<file path="config.mk">
export PLATFORM = sky130hd
export DESIGN_NAME = duck_flight_ctl_flat
export DESIGN_NICKNAME = d
export VERILOG_FILES = /design/src/rtl/duck_flight_ctl_if.sv /design/src/rtl/duck_flight_ctl.sv /design/src/flat_wrapper.sv
export SDC_FILE = /design/constraint.sdc
export NUM_CORES = 1
export LEC_CHECK = 0
export CORE_ASPECT_RATIO = 1.1
export CORE_MARGIN = 2
export CORE_UTILIZATION = 51
export CTS_BUF_LIST = sky130_fd_sc_hd__clkbuf_4 sky130_fd_sc_hd__clkbuf_8
export DETAILED_ROUTE_END_ITERATION = 12
export GPL_TIMING_DRIVEN = 0
export HOLD_SLACK_MARGIN = 0.15
export PLACE_DENSITY_LB_ADDON = 0.2
export RECOVER_POWER = 100
export SYNTH_ARGS = -nofsm -noshare
export SYNTH_HDL_FRONTEND = slang
export SYNTH_SLANG_ARGS = --single-unit
</file>
<file path="constraint.sdc">
create_clock -name clk -period 6.48 [get_ports clk]
set_input_delay 1.296 -clock clk [delete_from_list [all_inputs] [get_ports clk]]
set_output_delay 1.296 -clock clk [all_outputs]
set_load 0.05 [all_outputs]
</file>
<file path="src/rtl/duck_flight_ctl_if.sv">
// duck_flight_ctl_if: bundles the game-FSM controls and the sprite-renderer outputs of the duck controller
//   master: game side; drives game_enable/spawn_req/move_tick/shot_hit/speed_level/lfsr_number and observes the sprite outputs
//   slave : duck controller; produces xpos/ypos/duck_direction/duck_visible/duck_state/duck_dead/duck_escaped
interface duck_flight_ctl_if;
    logic        game_enable;
    logic        spawn_req;
    logic        move_tick;
    logic        shot_hit;
    logic [1:0]  speed_level;
    logic [9:0]  lfsr_number;
    logic [11:0] xpos;
    logic [11:0] ypos;
    logic        duck_direction;
    logic        duck_visible;
    logic [2:0]  duck_state;
    logic        duck_dead;
    logic        duck_escaped;
    modport master (
        output game_enable, spawn_req, move_tick, shot_hit, speed_level, lfsr_number,
        input  xpos, ypos, duck_direction, duck_visible, duck_state, duck_dead, duck_escaped
    );
    modport slave (
        input  game_enable, spawn_req, move_tick, shot_hit, speed_level, lfsr_number,
        output xpos, ypos, duck_direction, duck_visible, duck_state, duck_dead, duck_escaped
    );
endinterface

</file>
<file path="src/rtl/duck_flight_ctl.sv">
// duck_flight_ctl: spawns a duck, moves it diagonally in fixed point with edge bounces, escape and hit/fall
//   clk, rst_n : clock, asynchronous active-low reset
//   bus        : slave side of duck_flight_ctl_if (game controls in, sprite position/state/pulses out)
module duck_flight_ctl #(
    parameter int X_MAX        = 1024,
    parameter int Y_GROUND     = 620,
    parameter int DUCK_W       = 96,
    parameter int DUCK_H       = 32,
    parameter int FRAC_BITS    = 24,
    parameter int X_SPEED      = 310,
    parameter int Y_SPEED      = 200,
    parameter int FALL_SPEED   = 1024,
    parameter int FLIGHT_TICKS = 600,
    parameter int HIT_TICKS    = 30
) (
    input logic              clk,
    input logic              rst_n,
    duck_flight_ctl_if.slave bus
);
    localparam int PW = 12 + FRAC_BITS;
    localparam int CW = $clog2((FLIGHT_TICKS > HIT_TICKS ? FLIGHT_TICKS : HIT_TICKS) + 1);
    // two guard bits so a step past either edge is seen as negative or over-limit instead of wrapping
    typedef logic signed [PW+1:0] wide_t;
    localparam wide_t X_LIM = wide_t'(X_MAX - DUCK_W) << FRAC_BITS;
    localparam wide_t Y_TOP = wide_t'(Y_GROUND - DUCK_H) << FRAC_BITS;
    localparam wide_t Y_GND = wide_t'(Y_GROUND) << FRAC_BITS;
    typedef enum logic [2:0] {
        IDLE   = 3'd0,
        SPAWN  = 3'd1,
        FLY    = 3'd2,
        HIT    = 3'd3,
        FALL   = 3'd4,
        ESCAPE = 3'd5
    } state_t;
    state_t          state;
    logic [PW-1:0]   x, y, x_nxt, y_nxt;
    logic            dx, dy, dx_nxt, dy_nxt, vis, dead, esc;
    logic [CW-1:0]   cnt;
    logic [11:0]     lfsr12, sp_x;
    wide_t           step_x, step_y, x_raw, y_raw, y_fall;
    logic            x_lo, x_hi, y_lo, y_hi;
    always_comb begin
        step_x = wide_t'(X_SPEED) * wide_t'({1'b0, bus.speed_level} + 3'd1);
        step_y = wide_t'(Y_SPEED) * wide_t'({1'b0, bus.speed_level} + 3'd1);
        x_raw  = dx ? wide_t'(x) - step_x : wide_t'(x) + step_x;
        y_raw  = dy ? wide_t'(y) - step_y : wide_t'(y) + step_y;
        y_fall = wide_t'(y) + wide_t'(FALL_SPEED);
        // touching an edge counts as a bounce, so the flag flips on the tick the edge is reached
        x_lo   = x_raw <= wide_t'(0);
        x_hi   = x_raw >= X_LIM;
        y_lo   = y_raw <= wide_t'(0);
        y_hi   = y_raw >= Y_TOP;
        x_nxt  = x_lo ? '0 : x_hi ? X_LIM[PW-1:0] : x_raw[PW-1:0];
        y_nxt  = y_lo ? '0 : y_hi ? Y_TOP[PW-1:0] : y_raw[PW-1:0];
        dx_nxt = x_lo ? 1'b0 : x_hi ? 1'b1 : dx;
        dy_nxt = y_lo ? 1'b0 : y_hi ? 1'b1 : dy;
        lfsr12 = 12'(bus.lfsr_number);
        sp_x   = lfsr12 < 12'(X_MAX - DUCK_W) ? lfsr12 : lfsr12 - 12'(DUCK_W);
    end
    always_ff @(posedge clk or negedge rst_n) begin
        if (!rst_n) begin
            state <= IDLE;
            x     <= '0;
            y     <= Y_GND[PW-1:0];
            dx    <= 1'b0;
            dy    <= 1'b0;
            vis   <= 1'b0;
            dead  <= 1'b0;
            esc   <= 1'b0;
            cnt   <= '0;
        end else begin
            dead <= 1'b0;
            esc  <= 1'b0;
            if (!bus.game_enable) begin
                state <= IDLE;
                vis   <= 1'b0;
                cnt   <= '0;
            end else begin
                case (state)
                    IDLE: if (bus.spawn_req) begin
                        state <= SPAWN;
                        vis   <= 1'b1;
                        x     <= PW'(sp_x) << FRAC_BITS;
                        y     <= Y_TOP[PW-1:0];
                        dx    <= sp_x >= 12'(X_MAX / 2);
                        dy    <= 1'b1;
                        cnt   <= '0;
                    end
                    SPAWN: state <= FLY;
                    FLY: if (bus.shot_hit) begin
                        state <= HIT;
                        cnt   <= '0;
                    end else if (bus.move_tick) begin
                        x  <= x_nxt;
                        y  <= y_nxt;
                        dx <= dx_nxt;
                        dy <= dy_nxt;
                        if (cnt == CW'(FLIGHT_TICKS - 1)) begin
                            state <= ESCAPE;
                            dy    <= 1'b1;
                            cnt   <= '0;
                        end else
                            cnt <= cnt + CW'(1);
                    end
                    HIT: if (bus.move_tick) begin
                        if (cnt == CW'(HIT_TICKS - 1)) begin
                            state <= FALL;
                            cnt   <= '0;
                        end else
                            cnt <= cnt + CW'(1);
                    end
                    FALL: if (bus.move_tick) begin
                        if (y_fall >= Y_GND) begin
                            y     <= Y_GND[PW-1:0];
                            dead  <= 1'b1;
                            state <= IDLE;
                            vis   <= 1'b0;
                        end else
                            y <= y_fall[PW-1:0];
                    end
                    ESCAPE: if (bus.move_tick) begin
                        x  <= x_nxt;
                        dx <= dx_nxt;
                        if (y_lo) begin
                            y     <= '0;
                            esc   <= 1'b1;
                            state <= IDLE;
                            vis   <= 1'b0;
                        end else
                            y <= y_raw[PW-1:0];
                    end
                    default: state <= IDLE;
                endcase
            end
        end
    end
    assign bus.xpos           = x[PW-1:FRAC_BITS];
    assign bus.ypos           = y[PW-1:FRAC_BITS];
    assign bus.duck_direction = dx;
    assign bus.duck_visible   = vis;
    assign bus.duck_state     = state;
    assign bus.duck_dead      = dead;
    assign bus.duck_escaped   = esc;
endmodule

</file>
<file path="src/flat_wrapper.sv">
// flat-port wrapper written by rule: the top's interface ports become plain ports
module duck_flight_ctl_flat 
#(
    parameter int X_MAX        = 1024,
    parameter int Y_GROUND     = 620,
    parameter int DUCK_W       = 96,
    parameter int DUCK_H       = 32,
    parameter int FRAC_BITS    = 24,
    parameter int X_SPEED      = 310,
    parameter int Y_SPEED      = 200,
    parameter int FALL_SPEED   = 1024,
    parameter int FLIGHT_TICKS = 600,
    parameter int HIT_TICKS    = 30
)
  (clk, rst_n, bus_game_enable, bus_spawn_req, bus_move_tick, bus_shot_hit, bus_speed_level, bus_lfsr_number, bus_xpos, bus_ypos, bus_duck_direction, bus_duck_visible, bus_duck_state, bus_duck_dead, bus_duck_escaped);
  duck_flight_ctl_if bus_i ();
  input logic clk;
  input logic rst_n;
  input wire logic [$bits(bus_i.game_enable)-1:0] bus_game_enable;
  input wire logic [$bits(bus_i.spawn_req)-1:0] bus_spawn_req;
  input wire logic [$bits(bus_i.move_tick)-1:0] bus_move_tick;
  input wire logic [$bits(bus_i.shot_hit)-1:0] bus_shot_hit;
  input wire logic [$bits(bus_i.speed_level)-1:0] bus_speed_level;
  input wire logic [$bits(bus_i.lfsr_number)-1:0] bus_lfsr_number;
  output wire logic [$bits(bus_i.xpos)-1:0] bus_xpos;
  output wire logic [$bits(bus_i.ypos)-1:0] bus_ypos;
  output wire logic [$bits(bus_i.duck_direction)-1:0] bus_duck_direction;
  output wire logic [$bits(bus_i.duck_visible)-1:0] bus_duck_visible;
  output wire logic [$bits(bus_i.duck_state)-1:0] bus_duck_state;
  output wire logic [$bits(bus_i.duck_dead)-1:0] bus_duck_dead;
  output wire logic [$bits(bus_i.duck_escaped)-1:0] bus_duck_escaped;
  assign bus_i.game_enable = bus_game_enable;
  assign bus_i.spawn_req = bus_spawn_req;
  assign bus_i.move_tick = bus_move_tick;
  assign bus_i.shot_hit = bus_shot_hit;
  assign bus_i.speed_level = bus_speed_level;
  assign bus_i.lfsr_number = bus_lfsr_number;
  assign bus_xpos = bus_i.xpos;
  assign bus_ypos = bus_i.ypos;
  assign bus_duck_direction = bus_i.duck_direction;
  assign bus_duck_visible = bus_i.duck_visible;
  assign bus_duck_state = bus_i.duck_state;
  assign bus_duck_dead = bus_i.duck_dead;
  assign bus_duck_escaped = bus_i.duck_escaped;
  duck_flight_ctl #(.X_MAX(X_MAX), .Y_GROUND(Y_GROUND), .DUCK_W(DUCK_W), .DUCK_H(DUCK_H), .FRAC_BITS(FRAC_BITS), .X_SPEED(X_SPEED), .Y_SPEED(Y_SPEED), .FALL_SPEED(FALL_SPEED), .FLIGHT_TICKS(FLIGHT_TICKS), .HIT_TICKS(HIT_TICKS)) u_core (.clk(clk), .rst_n(rst_n), .bus(bus_i));
endmodule
</file>
Word level (Yosys, flattened, before mapping) --
Index checks and enable logic that the tools add are counted.
Storage, ports and cells: register bits after elaboration 90, input bits 18, output and inout port bits 31, logic and storage cells 126
Operators by class: $add $sub $neg 8, $mul 2, $lt $le $gt $ge 7, equality and inequality tests 24, muxes and demuxes 66, reduce and logical (&&, ||, !) cells 10
Operators with widths (number):
- 36-bit two-way mux | 14
- 36-bit one-hot mux with 4 select lines | 1
- 38-bit by 35-bit greater-or-equal comparator with 1-bit output (second input constant) | 3
- 36-bit one-hot mux with 3 select lines | 1
- 37-bit by 38-bit adder with 38-bit output | 2
- 38-bit by 1-bit less-or-equal comparator with 1-bit output (second input constant) | 2
- 38-bit two-way mux | 2
- 37-bit by 38-bit subtractor with 38-bit output | 2
- 10-bit two-way mux | 7
- 6-bit by 38-bit multiplier with 35-bit output (first input constant) | 1
- 36-bit by 11-bit adder with 37-bit output (second input constant) | 1
- 3-bit two-way mux | 11
- 10-bit one-hot mux with 3 select lines | 1
- 1-bit two-way mux | 24
- 3-bit one-hot mux with 6 select lines | 1
- 12-bit by 10-bit greater-or-equal comparator with 1-bit output (second input constant) | 1
- 12-bit two-way mux | 1
- 3-bit != test (second input constant) | 4
- 4-bit by 1-bit != test with 1-bit output (second input constant) | 3
- 6-bit AND reduction | 2
- 8-bit by 3-bit multiplier with 11-bit output (first input constant) | 1
- 10-bit by 7-bit subtractor with 11-bit output (second input constant) | 1
- 10-bit by 1-bit adder with 10-bit output (second input constant) | 1
- 10-bit == test (second input constant) | 1
- other kinds (19) | 29

Longest topological paths before layout --
Gate-level depths: netlist (run 1).
depth in word-level cells 11, gate-level depth with buffers 22, depth with buffers taken out 19

Worst setup path after synthesis (run 1) --
No wires, ideal clock.
kind input to register, start point in bus_speed_level[0], end point reg u_core.state[0], in the netlist u_core.bus.duck_state[0], setup time 0.127 ns, data arrival time 5.976 ns, required time 6.353 ns, path slack 0.376 ns, stages 21, buffers on the path 2, path through inv_1 ha_1 clkbuf_1 nand2_1 nor2_1 nand2_1 ha_1 or2_2 ha_1 clkbuf_1 nand2_1 nor4_2 a221o_1 a221oi_2 o21bai_1 xnor2_2 or3b_1 nor4_4 a2111oi_1 or4b_4 mux2i_1
On the way: cells in the longest elaborated chain, start to end 7, elaborated cells on any way between the ends 8, those cells by class add/sub (3); mul (1); order compare (1); eq/ne (1); mux (1); reduce/logical (1)
Ends and longest elaborated chain:
- start, declared | RTL line flat_wrapper.sv:23 | input wire logic [$bits(bus_i.speed_level)-1:0] bus_speed_level;
- 2-bit by 1-bit adder with 3-bit output * | RTL line duck_flight_ctl.sv:44 | step_y = wide_t'(Y_SPEED) * wide_t'({1'b0, bus.speed_level} + 3'd1);
- 6-bit by 38-bit multiplier with 35-bit output * | RTL line duck_flight_ctl.sv:44
- 37-bit by 38-bit adder with 38-bit output / 37-bit by 38-bit subtractor with 38-bit output (equally long branches) | RTL line duck_flight_ctl.sv:46 | y_raw = dy ? wide_t'(y) - step_y : wide_t'(y) + step_y;
- 38-bit two-way mux * | RTL line duck_flight_ctl.sv:46
- 38-bit by 1-bit less-or-equal comparator with 1-bit output * | RTL line duck_flight_ctl.sv:51 | y_lo = y_raw <= wide_t'(0);
- 3-bit by 2-bit != test with 1-bit output (no source line) *
- 9-bit AND reduction (no source line) *
- end signal, assigned | RTL line duck_flight_ctl.sv:62 | state <= IDLE;
- end signal, assigned | RTL line duck_flight_ctl.sv:75 | state <= IDLE;
- end signal, assigned | RTL line duck_flight_ctl.sv:81 | state <= SPAWN;
- end, declared | RTL line duck_flight_ctl.sv:35 | state_t state;
Mark *: on every way between the ends. The rest lies on a longest branch, timed or not. A chain may end at the register's enable or synchronous reset.

Worst setup path after layout (run 1) --
Same ends and word-level chain as after synthesis.

==> qor.txt, run 1 <==
Worst path cell trace = buf_6, clkinvlp_4, buf_4, ha_1, ha_2, xor2_4, nor2_1, ha_1, or2_2, ha_1, buf_2, a21oi_2, o21a_1, o22ai_1, or2_0, or3_1, and2_1, or3b_1, nor4_4, buf_4, a2111oi_1, or4b_4, mux2i_1
Skew final = 0.0135 ns
Max_cap viols = 2
IO Pins = 49
First-pass GRT wire length = 51.7 mm
Final net count = 1495
Largest net degree at the start of global routing = 49
Worst-Skew Late Latency = 0.39 ns
Routed wire length = 33.0 mm
Worst Setup End Kind = flip-flop
Reg-to-reg slack, setup = 1.27 ns
Max FO, Critical Path = 12
Buffer and inverter count on the worst path = 5
CTS tree = built
Status = finished, violations left
Die Ht = 151 µm
Most used flip-flop cell after synthesis = dfrtp_1
Number of port buffers = 47
Commonest non-fill, non-tap cells in the layout = 152 x nand2_1, 109 x nor2_1, 88 x o21ai_0, 83 x a21oi_1, 81 x dfrtp_1
R2R Path End = u_core.bus.duck_state[0]
First-pass detailed-route iteration total = 6
CORE AREA = 19200 µm²
Synth Area per Inst = 7.45 µm²
CTS sink cnt = 86
Post-synthesis instance total = 1339
RD Place Congestion = 1.03
GRT Total Usage = 0.319
Initial core utilization = 0.521
DP HPWL = 25.4 mm
Cell Area, Synth = 9980 µm²
Worst vdd ir = 336 µV
Critical path arrival = 6.52 ns
Critical path depth = 23
Hold Vio Cnt, Final = 0
Clk buf depth = 2
Slew Viols, Final = 89
Slowest cell on crit path = or4b_4
Reg clk slew, reported paths = 0.10 ns
DRC violation count after routing = 0
# diodes = 0
CP top delay family = simple AND/OR/NAND/NOR gates
Via density per instance = 6.47
Site row count = 53
Worst-Margin Slew = 2.67 ns
Mapped Nets = 1428
Crit Path Category = in -> reg
Max Freq = 160 MHz
Start point of the worst hold path = u_core.y[3]
P_leak = 4.70 nW
CP Data Required Time = 6.76 ns
Worst hold stages = 2
Fin area = 11300 µm²
Post-DRT Antenna Nets = 0
Full die area = 20700 µm²
Commonest non-fill, non-tap cell in the layout = nand2_1
Flip-flop and latch count after synthesis = 86
P per Cell Area = 539 nW/µm²
Post-synth EDFFs = 0
WL/cell = 19.9 µm
Slowest stage delay, CP = 0.52 ns
Worst Hold Path EP = u_core.y[3]
DR vias = 10700
Cell repeated most along the worst path = ha_1
Hold Path Class = reg -> reg
Final setup fails = 0
Seq/Total Area, Yosys = 0.216
CTS Buf Count = 9
Vias in the first global route = 10000
Max transition margin = -0.779
Clock tree root buffer cell = clkbuf_8
Reg2reg path depth = 18
Remaining global-route overflow = 0
Fin crit share = 0.962
CTS Hold Bufs = 0
Placed inst area = 10800 µm²
H-tree lvl count = 3
R2R Path Start = u_core.dy
Yosys cell types = 92
Failing checks = max-capacitance violations, max-slew violations
Fin crit period = 6.24 ns
RSZ-0062 raised after global routing = false
Die W = 137 µm
Share of post-route cells with drive strength above 1 = 0.0936
Yosys synthesis warning count = 0
Crit path launch type = input pin
Pwr Total = 6.09 mW
P&R area growth vs syn = 13.2%
Starting DRT DRC Count = 1053
Initial antenna violation count = 0
Async S/R FF share, synth = 1.00
==> area by class of cell <==
| class | count | area, µm² |
|---|---|---|
| Multi-Input combinational cell | 1110 | 7370 |
| Buffer | 90 | 450 |
| Fill cell | 1743 | 7870 |
| Clock buffer | 11 | 151 |
| Tap cell | 247 | 309 |
| Timing Repair Buffer | 58 | 559 |
| Inverter | 51 | 195 |
| Sequential cell | 86 | 2160 |
| Clock inverter | 5 | 105 |
==> worst register-to-register path: cells and delay by family (launching register included) <==
family	cells	cell delay (ns)
adder cells (fa/ha/maj)	1	0.35
multiplexers	1	0.13
flip-flops	1	0.38
XOR/XNOR	1	0.23
buffers and inverters	3	0.90
AO/OA/AOI/OAI	4	0.96
AND/OR/NAND/NOR	8	2.16
==> cell usage after synthesis (all sizes together), types with 16 or more instances <==
master	count	area (µm²)
a211oi	26	205
a21oi	91	470
a31oi	19	119
and2	16	100
and3	29	181
buf	39	258
clkbuf	53	199
dfrtp	81	2030
ha	68	851
inv	49	184
nand2	153	574
nand2b	18	113
nand3	63	315
nand4	37	238
nor2	110	413
nor3	31	155
nor4	22	165
o211ai	23	173
o21ai	99	499
or2	18	113
xnor2	39	349
xor2	30	263
==> worst max-delay path by stage <==
| stage | start | endpoint | slack (ns) |
|---|---|---|---|
| after floorplan | bus_speed_level[0] | u_core.bus.duck_state[0] | 0.38 |
| after global placement | bus_speed_level[0] | u_core.y[23] | -2.20 |
| after detailed placement | bus_speed_level[0] | u_core.y[4] | -2.33 |
| after CTS | bus_speed_level[1] | u_core.x[1] | 0.01 |
| after global routing | bus_speed_level[0] | u_core.bus.duck_state[0] | 0.03 |
| final | bus_speed_level[0] | u_core.bus.duck_state[0] | 0.24 |
==> where the power goes <==
part | total (mW) | internal [mW] | leakage [nW] | switching [mW]
combinational | 4.68 | 1.67 | 3.43 | 3.01
sequential | 0.917 | 0.699 | 1.14 | 0.219
clock | 0.495 | 0.277 | 0.122 | 0.217
total | 6.09 | 2.65 | 4.70 | 3.44
==> layer usage <==
metal,GRT usage,wire [µm],vias up
met4,0.167,1570,0
met1,0.400,13500,5058
met3,0.0441,1920,100
met2,0.530,16000,472
met5,0,0,-
li1,-,-,5097
==> through the flow <==
| step | setup WS (ns) | util | hold slack (ns) | setup TNS (ns) | instances |
|---|---|---|---|---|---|
| floorplan | 0.376 | - | 0.445 | 0 | 1339 |
| global placement | -2.20 | 0.561 | 0.471 | -112.77 | 1633 |
| detailed placement | -2.33 | 0.563 | 0.474 | -118.40 | 1634 |
| CTS | 0.0107 | 0.582 | 0.493 | 0 | 1651 |
| global route | 0.0259 | 0.589 | 0.522 | 0 | 1658 |
| finish | 0.244 | 0.589 | 0.488 | 0 | 1658 |
==> state kept, by name, summed over array words and instances, names as in the netlist <==
signal,flops
u_core.bus.duck_dead,1
u_core.bus.duck_direction,1
u_core.bus.duck_escaped,1
u_core.bus.duck_state,3
u_core.bus.duck_visible,1
u_core.cnt,10
u_core.dy,1
u_core.x,35
u_core.y,33
==> what timing repair did <==
action / 4_1_cts / 5_1_grt
endpoints found under the setup margin: 72 / 68
pin swaps: 3 / 7
setup buffers: 3 / 7
resized for setup: 26 / 20
==> cell families (layout without fill, tap and decap cells) <==
kind of cell,after synthesis,count (layout),synth area share
simple gates,552,552,0.280
compound gates,406,406,0.274
flops,86,86,0.216
xor+xnor,69,69,0.0613
fa+ha+maj,71,71,0.0913
mux,12,12,0.0122
buf+inv,143,215,0.0650
Power figures use the tool's default switching activity.
==> run 2, diff against run 1 <==
--- a/config.mk
+++ b/config.mk
@@ -10,7 +10,6 @@
 export CORE_UTILIZATION = 51
 export CTS_BUF_LIST = sky130_fd_sc_hd__clkbuf_4 sky130_fd_sc_hd__clkbuf_8
 export DETAILED_ROUTE_END_ITERATION = 12
-export GPL_TIMING_DRIVEN = 0
 export HOLD_SLACK_MARGIN = 0.15
 export PLACE_DENSITY_LB_ADDON = 0.2
 export RECOVER_POWER = 100
==> constraint.sdc (replaced) <==
create_clock -name clk -period 7 [get_ports clk]
set_input_delay 1.75 -clock clk [delete_from_list [all_inputs] [get_ports clk]]
set_output_delay 1.75 -clock clk [all_outputs]
set_load 0.05 [all_outputs]
==> run 2 against run 1 <==
The run still ends with max-capacitance violations, max-slew violations left. Clock skew grew 0.0059 ns. Non-clock buffer count down 20. Clock-buffer cell count shrank 2. Power is 7.1% lower. Critical path type unchanged. Largest power group unchanged.
==> qor.txt, run 2 (same netlist as run 1, synthesis figures left out) <==
Status = finished, violations left
Failing checks = max-capacitance violations, max-slew violations
Post-DRT Antenna Nets = 0
Worst hold stages = 2
Initial core utilization = 0.521
Largest register FFs = 35
Clk buf depth = 2
CTS Buf Count = 9
Worst-Skew Late Latency = 0.39 ns
Reg2reg path depth = 17
Clock tree root buffer cell = clkbuf_8
P per Cell Area = 508 nW/µm²
CTS Hold Bufs = 0
Worst-Margin Slew = 2.94 ns
Met3 usage = 0.0401
CORE AREA = 19200 µm²
Number of port buffers = 48
Share of post-route cells with drive strength above 1 = 0.0963
Fin crit share = 0.953
Largest registers = u_core.x (35), u_core.y (33), u_core.cnt (10)
R2R Path End = u_core.y[18]
GRT Total Usage = 0.319
CTS tree = built
Final setup fails = 0
P_leak = 4.76 nW
Max FO, Critical Path = 11
Met2 usage = 0.530
Largest net degree at the start of global routing = 55
Worst Setup SP = bus_speed_level[0]
Worst Setup End Kind = flip-flop
H-tree lvl count = 3
Cell count after placement = 1622
Reg clk slew, reported paths = 0.11 ns
Fin cells = 1638
Final net count = 1475
CTS sink cnt = 86
Slew Viols, Final = 110
First-pass GRT wire length = 52.1 mm
Commonest non-fill, non-tap cells in the layout = 153 x nand2_1, 110 x nor2_1, 89 x o21ai_0, 87 x a21oi_1, 81 x dfrtp_1
Max Freq = 150 MHz
Crit Path Category = in -> reg
P&R area growth vs syn = 11.8%
RSZ-0062 raised after global routing = false
Site row count = 53
CP Data Required Time = 7.28 ns
DP HPWL = 25.2 mm
RD Place Congestion = 0.972
Hold Vio Cnt, Final = 0
Routed wire length = 32.5 mm
Worst vdd ir = 310 µV
Initial antenna violation count = 0
Die Ht = 151 µm
Hold Path Class = reg -> reg
WL/cell = 19.8 µm
M1 GR Usage = 0.407
Full die area = 20700 µm²
Starting DRT DRC Count = 854
Max_cap viols = 3
Fin crit period = 6.67 ns
Placed inst area = 10900 µm²
Die W = 137 µm
Worst setup path end = u_core.bus.duck_state[2]
R2R Path Start = u_core.dy
# diodes = 0
First-pass detailed-route iteration total = 7
Busiest metal layer after global routing = met2
Remaining global-route overflow = 0
Via density per instance = 6.43
Critical path arrival = 6.96 ns
DRC violation count after routing = 0
Biggest register = u_core.x
IO Pins = 49
Vias in the first global route = 10000
Max transition margin = -0.957
Commonest non-fill, non-tap cell in the layout = nand2_1
Post-CTS Setup Bufs = 0
Fin area = 11100 µm²
DR vias = 10500
Reg-to-reg slack, setup = 2.11 ns
Post-CTS sizing = 0
Crit path launch type = input pin
Skew final = 0.0194 ns
[run 2: cell count changes in the layout (fill, tap and decap cells not counted), sizes merged]
cell,change
buf,+22
clkbuf,-46
clkdlybuf4s50,+4
clkinv,+1
clkinvlp,-3
dlygate4sd3,-1
dlymetal6s2s,-1
inv,+4
[run 2: metal layers]
metal  vias to the layer above  share of wire  wire [µm]
li1                       5043              -          -
met1                      5019           0.43      13900
met2                       370           0.48      15500
met3                       107          0.047       1510
met4                         0          0.048       1580
met5                         -              0          0
[run 2: worst min path at each step]
stage	startpoint	to	slack (ns)
2_1_floorplan	u_core.y[6]	u_core.y[6]	0.45
3_3_place_gp	u_core.y[3]	u_core.y[3]	0.47
3_5_place_dp	u_core.y[3]	u_core.y[3]	0.48
4_1_cts	u_core.y[3]	u_core.y[3]	0.50
5_1_grt	u_core.y[3]	u_core.y[3]	0.52
6_report	u_core.y[3]	u_core.y[3]	0.49
[run 2: power breakdown]
group          switching, mW  internal, mW  leakage [nW]  total, mW
Clock                  0.217         0.243         0.126      0.460
Combinational           2.64          1.64          3.49       4.29
Sequential             0.269         0.646          1.14      0.915
[run 2: stage by stage]
stage | util | hold slack, ns | TNS (ns) | setup slack (ns) | power (mW)
final | 0.582 | 0.493 | 0 | 0.328 | 5.66
after floorplan | - | 0.445 | 0 | 0.442 | 3.84
after CTS | 0.584 | 0.498 | 0 | 0.413 | 5.63
after global placement | 0.571 | 0.466 | 0 | 0.129 | 5.14
after detailed placement | 0.571 | 0.475 | -0.000747 | -0.000747 | 5.14
after global routing | 0.582 | 0.522 | 0 | 0.0670 | 6.08
[run 2: cell type report]
cell class,count,area (µm²)
Sequential cell,86,2160
Clock inverter,7,128
Tap cell,247,309
Clock buffer,9,124
Multi-Input combinational cell,1110,7170
Fill cell,1815,8020
Inverter,51,191
Timing Repair Buffer,128,1070
[run 2: critical path, cell delays in order]
cell	delay, ns
clkdlybuf4s50_1	0.42
buf_4	0.19
ha_1	0.23
ha_1	0.22
xor2_1	0.16
clkbuf_1	0.13
o31ai_1	0.43
clkbuf_1	0.28
ha_1	0.35
nand4_1	0.16
nand2b_1	0.14
o22ai_1	0.11
or2_1	0.28
or3_1	0.34
and2_1	0.19
or3b_1	0.39
nor4_4	0.31
a2111oi_0	0.19
or4b_4	0.53
mux2i_1	0.14
==> run 3, diff against run 2 <==
--- a/config.mk
+++ b/config.mk
@@ -6,13 +6,13 @@
 export NUM_CORES = 1
 export LEC_CHECK = 0
 export CORE_ASPECT_RATIO = 1.1
-export CORE_MARGIN = 2
 export CORE_UTILIZATION = 51
 export CTS_BUF_LIST = sky130_fd_sc_hd__clkbuf_4 sky130_fd_sc_hd__clkbuf_8
 export DETAILED_ROUTE_END_ITERATION = 12
 export HOLD_SLACK_MARGIN = 0.15
 export PLACE_DENSITY_LB_ADDON = 0.2
 export RECOVER_POWER = 100
+export SLEW_MARGIN = 15
 export SYNTH_ARGS = -nofsm -noshare
 export SYNTH_HDL_FRONTEND = slang
 export SYNTH_SLANG_ARGS = --single-unit
==> run 3 against run 2 <==
The flow still finishes with violations (max-capacitance violations, max-slew violations). Worst setup slack lost 0.084 ns. Sequential cell count is the same. Clock-buffer cell count grew 1. Critical endpoint is now u_core.bus.duck_state[0]. Largest cell class unchanged. Fmax shrank 1.2%. Clock power shrank 12%.
==> qor.txt, run 3 (same netlist as run 1, synthesis figures left out) <==
Status = finished, violations left
Failing checks = max-capacitance violations, max-slew violations
Reg-to-reg slack, setup = 2.08 ns
Worst-Skew Late Latency = 0.40 ns
Worst Setup End Kind = flip-flop
Worst setup path end = u_core.bus.duck_state[0]
Final hold slack = 0.493 ns
Fin crit share = 0.965
P&R area growth vs syn = 11.0%
CTS tree = built
CP Data Required Time = 7.29 ns
Worst path cell trace = clkdlybuf4s50_1, inv_1, ha_1, nand2_1, buf_4, xor2_1, nand3_1, nand2_1, ha_1, a21oi_2, o21ai_2, buf_4, or3_1, mux2i_1, o22ai_1, nor4b_2, nand4_1, nor4_4, a2111oi_1, or4b_4, mux2i_1
DRC violation count after routing = 0
Commonest non-fill, non-tap cell in the layout = nand2_1
H-tree lvl count = 3
IO Pins = 49
First-pass detailed-route iteration total = 5
R2R Path End = u_core.y[20]
P_leak = 4.72 nW
CORE AREA = 19200 µm²
Vias in the first global route = 10100
Starting DRT DRC Count = 804
Initial core utilization = 0.521
RD Place Congestion = 1.01
Initial antenna violation count = 0
CTS Buf Count = 9
Clk buf depth = 2
Crit Path Category = in -> reg
Share of post-route cells with drive strength above 1 = 0.0963
Skew final = 0.0148 ns
Max_cap viols = 2
Worst-Margin Slew = 3.40 ns
Max Freq = 148 MHz
Max FO, Critical Path = 7
Reg2reg path depth = 17
Fin area = 11100 µm²
Worst hold stages = 2
Crit path launch type = input pin
Buffer and inverter count on the worst path = 4
Pre-CTS worst setup slack = -0.247 ns
Worst Setup SP = bus_speed_level[1]
Final core occ = 0.578
Critical path arrival = 7.04 ns
Commonest non-fill, non-tap cells in the layout = 153 x nand2_1, 110 x nor2_1, 90 x o21ai_0, 87 x a21oi_1, 81 x dfrtp_1
Die W = 135 µm
First-pass GRT wire length = 52.4 mm
Full die area = 20100 µm²
Number of port buffers = 48
CP top delay family = simple AND/OR/NAND/NOR gates
Via density per instance = 6.52
Final setup fails = 0
Slew Viols, Final = 77
Remaining global-route overflow = 0
Biggest register = u_core.x
Largest register FFs = 35
Cell count after placement = 1612
Placed inst area = 10900 µm²
Setup ws final = 0.243 ns
Slowest cell on crit path = clkdlybuf4s50_1
Hold Path Class = reg -> reg
Largest registers = u_core.x (35), u_core.y (33), u_core.cnt (10)
Number of fill cells in the layout = 1830
Critical path depth = 21
GRT Total Usage = 0.333
Fin crit period = 6.76 ns
Pwr Total = 5.57 mW
Worst vdd ir = 319 µV
Final net count = 1465
Max transition margin = -1.27
Fin cells = 1628
R2R Path Start = u_core.dy
Reg clk slew, reported paths = 0.10 ns
Start point of the worst hold path = u_core.y[3]
CTS sink cnt = 86
DR vias = 10600
Setup_tns = 0 ns
Largest net degree at the start of global routing = 62
Post-CTS Setup Bufs = 0
DP HPWL = 25.4 mm
Die Ht = 149 µm
P per Cell Area = 502 nW/µm²
RSZ-0062 raised after global routing = false
Slowest stage delay, CP = 0.57 ns
Hold Vio Cnt, Final = 0
Routed wire length = 32.7 mm
# diodes = 0
Site row count = 53
WL/cell = 20.1 µm
Post-DRT Antenna Nets = 0
Clock tree root buffer cell = clkbuf_8
[run 3: cell types whose count changed in the layout (fill, tap and decap cells not counted), sizes merged]
cell and change:
clkinvlp +1, bufinv -1, buf -4, clkbuf -5
clkinv +2, inv -3
[run 3: worst min-delay path: stages (launching register included)]
cell and delay [ns]:
dfrtp_1 0.35, nand2_1 0.04, o21ai_0 0.06
[run 3: layer usage]
layer	track usage	wire length, µm
met5	0	0
met4	0.192	1740
met3	0.0440	1690
met2	0.568	15900
met1	0.398	13300
[run 3: worst min-delay path by stage]
stage | end | slack, ns
floorplan | u_core.y[6] | 0.45
global placement | u_core.y[3] | 0.46
detailed placement | u_core.y[3] | 0.48
CTS | u_core.y[3] | 0.49
global route | u_core.y[6] | 0.54
finish | u_core.y[3] | 0.49
[run 3: layout make-up]
type | instances | area [µm²] | share of cell area
Multi-Input combinational cell | 1110 | 7180 | 0.648
Sequential cell | 86 | 2160 | 0.195
Timing Repair Buffer | 118 | 1020 | 0.0922
Tap cell | 247 | 309 | 0.0279
Inverter | 51 | 191 | 0.0173
Clock buffer | 10 | 131 | 0.0119
Clock inverter | 6 | 86.3 | 0.00779
[run 3: repair_timing]
action / CTS / global route
endpoints found under the setup margin: 0 / 15
hold buffers: 0 / 0
resized for setup: 0 / 1
[run 3: power breakdown]
group | switching [mW] | internal [mW] | total (mW)
combinational | 2.64 | 1.61 | 4.25
clock | 0.202 | 0.204 | 0.406
sequential | 0.266 | 0.646 | 0.912
total | 3.11 | 2.46 | 5.57
